===== src/rtl/mem_bus_pkg.sv =====
// -----------------------------------------------------------------------------
// mem_bus_pkg
// Shared definitions for the simple word-addressed memory bus used between
// requesters (CPU data port, memory test master) and the SDRAM/SRAM controller.
//   MEM_A_W / MEM_D_W / MEM_ID_W : default address, data and id widths
//   MEM_M_W                      : byte-enable width (one bit per data byte)
//   ID_NONE                      : id value meaning "no read data returned"
//   mem_cmd_t                    : one bus command as seen by masters/controllers
//   cmd_read_eff()               : effective read strobe (write wins a collision)
// -----------------------------------------------------------------------------
package mem_bus_pkg;

    localparam int MEM_A_W  = 30;
    localparam int MEM_D_W  = 32;
    localparam int MEM_ID_W = 2;
    localparam int MEM_M_W  = MEM_D_W / 8;

    localparam logic [MEM_ID_W-1:0] ID_NONE = 2'd0;

    typedef struct packed {
        logic [MEM_ID_W-1:0] id;
        logic [MEM_A_W-1:0]  address;
        logic                read;
        logic                write;
        logic [MEM_D_W-1:0]  writedata;
        logic [MEM_M_W-1:0]  writedatamask;
    } mem_cmd_t;

    // A master raising read and write together is illegal; the write is kept
    // and the read is dropped so the downstream never sees both strobes.
    function automatic logic cmd_read_eff(input logic read, input logic write);
        return read & ~write;
    endfunction

endpackage


===== src/rtl/rr_grant2.sv =====
// -----------------------------------------------------------------------------
// rr_grant2
// Combinational two-way round-robin pick.
//   req   [1:0] in  : request per master
//   last        in  : index of the master granted most recently
//   grant [1:0] out : one-hot grant (all zero when nobody requests)
// A lone requester always wins; on a tie the master that did not win last
// time is chosen.
// -----------------------------------------------------------------------------
module rr_grant2 (
    input  logic [1:0] req,
    input  logic       last,
    output logic [1:0] grant
);

    // Round-robin pick from the request pair and the previous winner
    always_comb begin
        case (req)
            2'b01:   grant = 2'b01;
            2'b10:   grant = 2'b10;
            2'b11:   grant = last ? 2'b01 : 2'b10;
            default: grant = 2'b00;
        endcase
    end

endmodule


===== src/rtl/mem_arbiter2.sv =====
// -----------------------------------------------------------------------------
// mem_arbiter2
// Two-master round-robin arbiter in front of one external memory port.
// The downstream command is held in a single register slot; a new command can
// be loaded every cycle the slot is not stalled by mem_waitrequest.
// Read data is broadcast to both masters, which filter by their own id.
//
// Ports:
//   clock, reset (sync, active high)
//   m0_* / m1_*  : master side  - waitrequest out; id, address, read, write,
//                  writedata, writedatamask in
//   mem_*        : memory side  - waitrequest, readdata, readdataid in;
//                  id, address, read, write, writedata, writedatamask out
//                  (all registered)
//   m_readdata, m_readdataid : combinational broadcast of the read return
//
// Build option MEM_ARB_STATS_EN: adds 32-bit wrapping counters stat_grant0,
// stat_grant1 (accepted transfers per master) and stat_stall (stalled cycles).
// -----------------------------------------------------------------------------
module mem_arbiter2
    import mem_bus_pkg::*;
#(
    parameter int A_W  = MEM_A_W,
    parameter int D_W  = MEM_D_W,
    parameter int ID_W = MEM_ID_W
) (
    input  logic              clock,
    input  logic              reset,

    output logic              m0_waitrequest,
    input  logic [ID_W-1:0]   m0_id,
    input  logic [A_W-1:0]    m0_address,
    input  logic              m0_read,
    input  logic              m0_write,
    input  logic [D_W-1:0]    m0_writedata,
    input  logic [D_W/8-1:0]  m0_writedatamask,

    output logic              m1_waitrequest,
    input  logic [ID_W-1:0]   m1_id,
    input  logic [A_W-1:0]    m1_address,
    input  logic              m1_read,
    input  logic              m1_write,
    input  logic [D_W-1:0]    m1_writedata,
    input  logic [D_W/8-1:0]  m1_writedatamask,

    input  logic              mem_waitrequest,
    output logic [ID_W-1:0]   mem_id,
    output logic [A_W-1:0]    mem_address,
    output logic              mem_read,
    output logic              mem_write,
    output logic [D_W-1:0]    mem_writedata,
    output logic [D_W/8-1:0]  mem_writedatamask,
    input  logic [D_W-1:0]    mem_readdata,
    input  logic [ID_W-1:0]   mem_readdataid,

    output logic [D_W-1:0]    m_readdata,
    output logic [ID_W-1:0]   m_readdataid
`ifdef MEM_ARB_STATS_EN
    ,
    output logic [31:0]       stat_grant0,
    output logic [31:0]       stat_grant1,
    output logic [31:0]       stat_stall
`endif
);

    logic [ID_W-1:0]  mem_id_r;
    logic [A_W-1:0]   mem_address_r;
    logic             mem_read_r;
    logic             mem_write_r;
    logic [D_W-1:0]   mem_writedata_r;
    logic [D_W/8-1:0] mem_writedatamask_r;
    logic             last_r;

    logic [1:0]       req_s;
    logic [1:0]       grant_s;
    logic             stall_s;

    logic [ID_W-1:0]  sel_id_s;
    logic [A_W-1:0]   sel_address_s;
    logic             sel_read_s;
    logic             sel_write_s;
    logic [D_W-1:0]   sel_writedata_s;
    logic [D_W/8-1:0] sel_writedatamask_s;

    assign req_s   = {m1_read | m1_write, m0_read | m0_write};
    // The slot only blocks when it holds a command the memory has not taken.
    assign stall_s = (mem_read_r | mem_write_r) & mem_waitrequest;

    rr_grant2 u_rr_grant2 (
        .req   (req_s),
        .last  (last_r),
        .grant (grant_s)
    );

    assign m0_waitrequest = stall_s | ~grant_s[0];
    assign m1_waitrequest = stall_s | ~grant_s[1];

    // Mux the granted master's command toward the slot register
    always_comb begin
        sel_id_s            = m0_id;
        sel_address_s       = m0_address;
        sel_read_s          = cmd_read_eff(m0_read, m0_write);
        sel_write_s         = m0_write;
        sel_writedata_s     = m0_writedata;
        sel_writedatamask_s = m0_writedatamask;
        if (grant_s[1]) begin
            sel_id_s            = m1_id;
            sel_address_s       = m1_address;
            sel_read_s          = cmd_read_eff(m1_read, m1_write);
            sel_write_s         = m1_write;
            sel_writedata_s     = m1_writedata;
            sel_writedatamask_s = m1_writedatamask;
        end else begin
            sel_id_s            = m0_id;
            sel_address_s       = m0_address;
        end
    end

    // Command slot: load on grant, empty when idle, hold while stalled
    always_ff @(posedge clock) begin
        if (reset) begin
            mem_id_r            <= ID_W'(ID_NONE);
            mem_address_r       <= '0;
            mem_read_r          <= 1'b0;
            mem_write_r         <= 1'b0;
            mem_writedata_r     <= '0;
            mem_writedatamask_r <= '0;
            last_r              <= 1'b1;
        end else if (!stall_s) begin
            if (grant_s != 2'b00) begin
                mem_id_r            <= sel_id_s;
                mem_address_r       <= sel_address_s;
                mem_read_r          <= sel_read_s;
                mem_write_r         <= sel_write_s;
                mem_writedata_r     <= sel_writedata_s;
                mem_writedatamask_r <= sel_writedatamask_s;
                last_r              <= grant_s[1];
            end else begin
                mem_read_r  <= 1'b0;
                mem_write_r <= 1'b0;
            end
        end else begin
            mem_read_r  <= mem_read_r;
            mem_write_r <= mem_write_r;
        end
    end

    assign mem_id            = mem_id_r;
    assign mem_address       = mem_address_r;
    assign mem_read          = mem_read_r;
    assign mem_write         = mem_write_r;
    assign mem_writedata     = mem_writedata_r;
    assign mem_writedatamask = mem_writedatamask_r;

    // Returns are neither reordered nor queued.
    assign m_readdata   = mem_readdata;
    assign m_readdataid = mem_readdataid;

`ifdef MEM_ARB_STATS_EN
    logic [31:0] stat_grant0_r;
    logic [31:0] stat_grant1_r;
    logic [31:0] stat_stall_r;

    // Wrapping event counters for accepted transfers and stalled cycles
    always_ff @(posedge clock) begin
        if (reset) begin
            stat_grant0_r <= 32'd0;
            stat_grant1_r <= 32'd0;
            stat_stall_r  <= 32'd0;
        end else begin
            if (grant_s[0] && !stall_s) begin
                stat_grant0_r <= stat_grant0_r + 32'd1;
            end else begin
                stat_grant0_r <= stat_grant0_r;
            end
            if (grant_s[1] && !stall_s) begin
                stat_grant1_r <= stat_grant1_r + 32'd1;
            end else begin
                stat_grant1_r <= stat_grant1_r;
            end
            if (stall_s) begin
                stat_stall_r <= stat_stall_r + 32'd1;
            end else begin
                stat_stall_r <= stat_stall_r;
            end
        end
    end

    assign stat_grant0 = stat_grant0_r;
    assign stat_grant1 = stat_grant1_r;
    assign stat_stall  = stat_stall_r;
`endif

endmodule


===== config.mk =====
export PLATFORM = sky130hd
export DESIGN_NAME = mem_arbiter2
export DESIGN_NICKNAME = d
export VERILOG_FILES = /design/src/rtl/mem_bus_pkg.sv /design/src/rtl/rr_grant2.sv /design/src/rtl/mem_arbiter2.sv
export SDC_FILE = /design/constraint.sdc
export NUM_CORES = 1
export LEC_CHECK = 0
export ABC_CLOCK_PERIOD_IN_PS = 2100
export CORE_ASPECT_RATIO = 0.5
export CORE_MARGIN = 2
export CORE_UTILIZATION = 35
export CTS_CLUSTER_DIAMETER = 200
export CTS_CLUSTER_SIZE = 40
export DETAILED_ROUTE_END_ITERATION = 10
export PLACE_DENSITY = 0.81
export SLEW_MARGIN = 20
export SYNTH_ARGS = -nofsm -noshare
export SYNTH_HDL_FRONTEND = slang
export SYNTH_SLANG_ARGS = --single-unit
export TNS_END_PERCENT = 50

===== constraint.sdc =====
create_clock -name clock -period 2.1 [get_ports clock]
set_input_delay 0.42 -clock clock [delete_from_list [all_inputs] [get_ports clock]]
set_output_delay 0.42 -clock clock [all_outputs]
set_load 0.03 [all_outputs]

## After elaboration in Yosys (flattened, before gate mapping)

Cells that the tools add are included.

| operators by class | value |
|---|---|
| reduce and logical (&&, ||, !) cells | 2 |
| bitwise gates (word level) | 13 |
| equal/unequal tests | 3 |
| mux-type cells | 10 |

Operator list:

| cell | count |
|---|---|
| 2-to-1 mux 32 bit | 1 |
| 2-to-1 mux 30 bit | 1 |
| case mux 2 bit (3 select lines) | 1 |
| inverter 1 bit | 5 |
| OR 1 bit | 5 |
| equality test 2 bit, second input constant | 2 |
| 2-to-1 mux 1 bit | 4 |
| 2-to-1 mux 2 bit | 2 |
| 2-to-1 mux 4 bit | 1 |
| AND 1 bit | 3 |
| equality test 2 x 1 -> 1 bit, second input constant | 1 |
| AND reduction 2 bit | 1 |
| nonzero test 2 bit | 1 |

| word-level totals | value |
|---|---|
| logic and storage cells | 35 |
| flip-flop bits (word level) | 71 |
| input port bits | 177 |
| output and inout bits | 106 |

## Depth between registers and ports, before layout

| logic depth | value |
|---|---|
| depth after elaboration | 5 |
| depth in mapped cells | 6 |
| mapped depth without buffers | 3 |

## Modules after synthesis

Synthesis repeated with hierarchy kept, for this count alone.

| unflattened totals | value |
|---|---|
| cells, all modules | 368 |
| area total of the unflattened synthesis | 3,619.7 um^2 |

Modules (own cells, without submodules):

| module | area each (um^2) | times used | sequential area each (um^2) | cells an instance |
|---|---|---|---|---|
| mem_arbiter2 | 3,601.0 | 1 | 1,421.4 | 365 |
| rr_grant2 | 18.8 | 1 | 0.0 | 3 |

## Worst setup path after synthesis

No wires, ideal clock.

| timing path | value |
|---|---|
| kind | input-to-output |
| start point | input m1_write |
| end point | output m1_waitrequest |
| path buffers | 2 |
| stages | 4 |
| data arrival time | 1.268 ns |
| required time | 1.680 ns |
| slack | 0.412 ns |
| cells stage by stage | nor2_1 -> buf_2 -> clkbuf_1 -> or3_1 |

| between the ends | value |
|---|---|
| cells in the longest elaborated chain, start to end | 5 |
| elaborated cells on any way between the ends | 7 |
| classes of those cells | eq/ne: 3; mux: 1; bitwise: 3 |

RTL lines:

| item | RTL line | text |
|---|---|---|
| start: declaration | mem_arbiter2.sv:42 | `input logic m1_write,` |
| OR 1 bit (*) | mem_arbiter2.sv:85 | `assign req_s = {m1_read \| m1_write, m0_read \| m0_write};` |
| equality test 2 bit or equality test 2 x 1 -> 1 bit (tied branches) | rr_grant2.sv:18 | `case (req)` |
| case mux 2 bit (3 select lines) (*) | rr_grant2.sv:18 |  |
| inverter 1 bit (*) | mem_arbiter2.sv:96 | `assign m1_waitrequest = stall_s \| ~grant_s[1];` |
| OR 1 bit (*) | mem_arbiter2.sv:96 |  |
| end: declaration | mem_arbiter2.sv:38 | `output logic m1_waitrequest,` |

Every way passes the cells marked *; elsewhere a longest branch is shown, timed or not.

## Worst setup path in the final report

Same ends and word-level chain as after synthesis.

==> reports/qor.csv <==
stage;metric;value;unit
global_routing;global-route wire length before repair;22500;um
worst_setup_path;crit path launch type;input port;
timing;actual slew at the worst max-slew pin;0.458;ns
power_and_ir_drop;Int Pwr;3320;uW
cts;Clock Tree Root;clkbuf_16;
worst_setup_path;CP top delay family;buffers and inverters;
logic_synthesis;Synth Register Bits;71;
worst_setup_path;Crit Reg-Reg Startpoint;last_r;
power_and_ir_drop;Sw Share;0.320;
worst_setup_path;crit path cell chain;clkdlybuf4s50_1 -> buf_4 -> nor2_4 -> or3_4 -> buf_6;
worst_hold_path;Hold EP;mem_writedata[14];
timing;Setup violations, final;0;
place;gpl congestion;0.862;
cells_and_area;share of cells above drive strength 1;0.101;
cells_and_area;Antenna Cells;0;
global_routing;GRT busiest layer;met2;
cells_and_area;Core Util, Final;0.583;
logic_synthesis;post-synthesis instance total;459;
worst_setup_path;critical path type;input port to output port;
worst_setup_path;worst path arrival time;1.62;ns
logic_synthesis;post-synthesis cell area;0.00391;mm2
global_routing;GR Util met1;0.274;
global_routing;GRT overflow;0;
run;max cap viols;0;
floorplan;initial core utilization;0.357;
route;vias;4392;
status;status;finished clean;
floorplan;core area;0.0109;mm2
power_and_ir_drop;sw power;1560;uW
worst_setup_path;Reg-to-Reg End;mem_writedatamask[2];
global_routing;met2 usage;0.406;
cts;CTS Buffer Depth;2;
power_and_ir_drop;clock share of power;0.308;
route;final WL;14300;um
timing;period utilization;0.972;
logic_synthesis;Avg Inst Size Synth;8.52;um2
place;Port Buffers;214;
power_and_ir_drop;Comb power frac;0.360;
place;placed instance area;0.00608;mm2
place;Detailed Place HPWL;9950;um
global_routing;largest net degree at the start of global routing;51;
cts;TritonCTS Sinks;71;
floorplan;boundary pin count;283;
logic_synthesis;Seq/Total Area, Yosys;0.364;
floorplan;die width;153;um
worst_setup_path;Worst R2R Setup Slack;0.44;ns
timing;minimum clock period;2.04;ns
worst_setup_path;critical path capture point type;output port;
power_and_ir_drop;Lkg Pwr;0.00221;uW
logic_synthesis;Syn. warnings;0;
worst_setup_path;Critical Path Fanout Max;5;
cts;setup bufs post-CTS;0;
power_and_ir_drop;Pwr per Cell Area;765;mW/mm2
global_routing;GRT Total Usage;0.229;
global_routing;vias in the first global route;4274;
worst_hold_path;hold_sp;reset;
cts;total CTS buffers;9;
floorplan;full die area;0.0121;mm2
route;DRC viols;0;
worst_hold_path;hold crit path type;input port to flop;
cells_and_area;P&R area growth vs syn;63.2;%
timing;final worst slack;0.0581;ns
worst_setup_path;CP max stage delay;0.48;ns
cts;Reg clk slew, reported paths;0.05;ns
power_and_ir_drop;Overall Power;4880;uW
timing;Hold Fails Final Rpt;0;
timing;Max Freq;0.490;GHz
cts;post_cts resized;8;
cells_and_area;Design Area, Final;0.00638;mm2
logic_synthesis;Net Count, Synth;636;
cts;worst skew pair latency;0.33;ns
timing;pins over their slew limit;0;
worst_setup_path;Data required, critical path;1.68;ns
cells_and_area;commonest non-fill, non-tap cells in the layout;clkdlybuf4s50_1, dfxtp_1, o21ai_0, nand3b_1, a311oi_1;
worst_setup_path;Buf/Inv on CP;3;
cells_and_area;Net count, final;798;
cells_and_area;commonest non-fill, non-tap cell in the layout;clkdlybuf4s50_1;
timing;RSZ-0062 raised after global routing;no;
logic_synthesis;post-synth cell types;26;
worst_setup_path;slowest stage cell, crit path;clkdlybuf4s50_1;
global_routing;met3 Use GR;0.0519;
global_routing;antenna violations before repair;0;
cts;CTS tree;yes;
route;WL/cell;18.6;um
floorplan;Cell Rows;27;
power_and_ir_drop;Seq pwr share;0.332;
cts;CTS Hold Buffers Added;0;
worst_setup_path;length in cells of the worst reg-to-reg path;5;
timing;Hold WS;0.416;ns
timing;relative slew slack;0.695;
cts;htree depth;3;
timing;clk_skew;0.00333;ns
route;drt pass-1 iters;5;
worst_hold_path;worst hold path depth;2;
floorplan;DIE HEIGHT;78.7;um
route;initial DRC count;345;
power_and_ir_drop;Worst IR Drop VDD;0.344;mV
place;dpl ws;-0.316;ns
route;antenna-violating nets left;0;
route;via/cell ratio;5.72;
==> power by group through the flow <==
stage | clock [uW] | sequential (uW) | combinational, uW
6_report | 1500 | 1620 | 1760
4_1_cts | 1540 | 1620 | 1760
3_3_place_gp | 0 | 1640 | 1730
2_1_floorplan | 0 | 1990 | 671
5_1_grt | 1610 | 1640 | 1870
3_5_place_dp | 0 | 1650 | 1760
==> sequential cells by signal, summed over array words and instances (netlist names) <==
signal,cells
last_r,1
mem_address,30
mem_id,2
mem_read,1
mem_write,1
mem_writedata,32
mem_writedatamask,4
==> layout make-up <==
class	instances	area (um2)
Fill cell	928	4560
Timing Repair Buffer	244	2480
Multi-Input combinational cell	294	2010
Sequential cell	71	1420
Clock buffer	12	256
Tap cell	145	181
Clock inverter	1	30.0
Inverter	1	3.75
==> logic make-up after synthesis <==
kind of cell / Yosys count / share of synthesized area
AOI/OAI and AO/OA: 215 / 0.357
buffers and inverters: 94 / 0.134
DFF: 71 / 0.364
and+or+nand+nor: 79 / 0.146
==> metrics by stage <==
| step | std cells | TNS [ns] |
|---|---|---|
| final | 768 | 0 |
| after global routing | 768 | 0 |
| after CTS | 768 | -0.00316 |
| after detailed placement | 755 | -4.83 |
| after global placement | 755 | -3.01 |
| after floorplan | 459 | 0 |
==> how the worst max path moves through the flow <==
stage | start | cells after the start | slack, ns | endpoint
floorplan | m1_write | 4 | 0.41 | m1_waitrequest
global placement | m1_write | 4 | -0.27 | m0_waitrequest
detailed placement | m1_write | 4 | -0.32 | m0_waitrequest
CTS | m1_write | 4 | -0.003 | m0_waitrequest
global route | m1_write | 5 | 0.009 | m1_waitrequest
finish | m1_write | 5 | 0.06 | m1_waitrequest
==> worst register-to-register path: stages (launching register included) <==
cell and delay (ns):
dfxtp_1 0.34, buf_4 0.15, o21a_2 0.15, buf_4 0.40
o21ai_0 0.18, a311oi_1 0.33
==> per-layer routing <==
metal	vias to the layer above	routed length, um
li1	2061	-
met3	46	759
met2	181	7280
met4	0	481
met1	2104	5740
met5	-	0
==> synth_stat cells <==
cell / instances / area, um2
dfxtp_1: 71 / 1420
buf_6: 3 / 33.8
a41o_1: 1 / 10.0
or4_4: 1 / 11.3
nand2_1: 2 / 7.51
o21a_1: 2 / 15.0
buf_4: 35 / 263
or3_1: 2 / 12.5
o21ai_1: 2 / 10.0
o21ba_2: 1 / 10.0
a21boi_0: 1 / 7.51
clkbuf_1: 42 / 158
inv_1: 1 / 3.75
o22ai_1: 1 / 6.26
and3_1: 1 / 6.26
o21ai_0: 68 / 340
clkbuf_2: 1 / 5.00
o311ai_0: 1 / 8.76
a21oi_1: 59 / 295
a2bb2oi_1: 1 / 8.76
a311oi_1: 67 / 587
buf_2: 12 / 60.1
nor4_1: 3 / 18.8
nand3b_1: 67 / 503
nor2_1: 3 / 11.3
a21oi_2: 11 / 96.3
No activity file was read; power rests on OpenSTA's default activity.
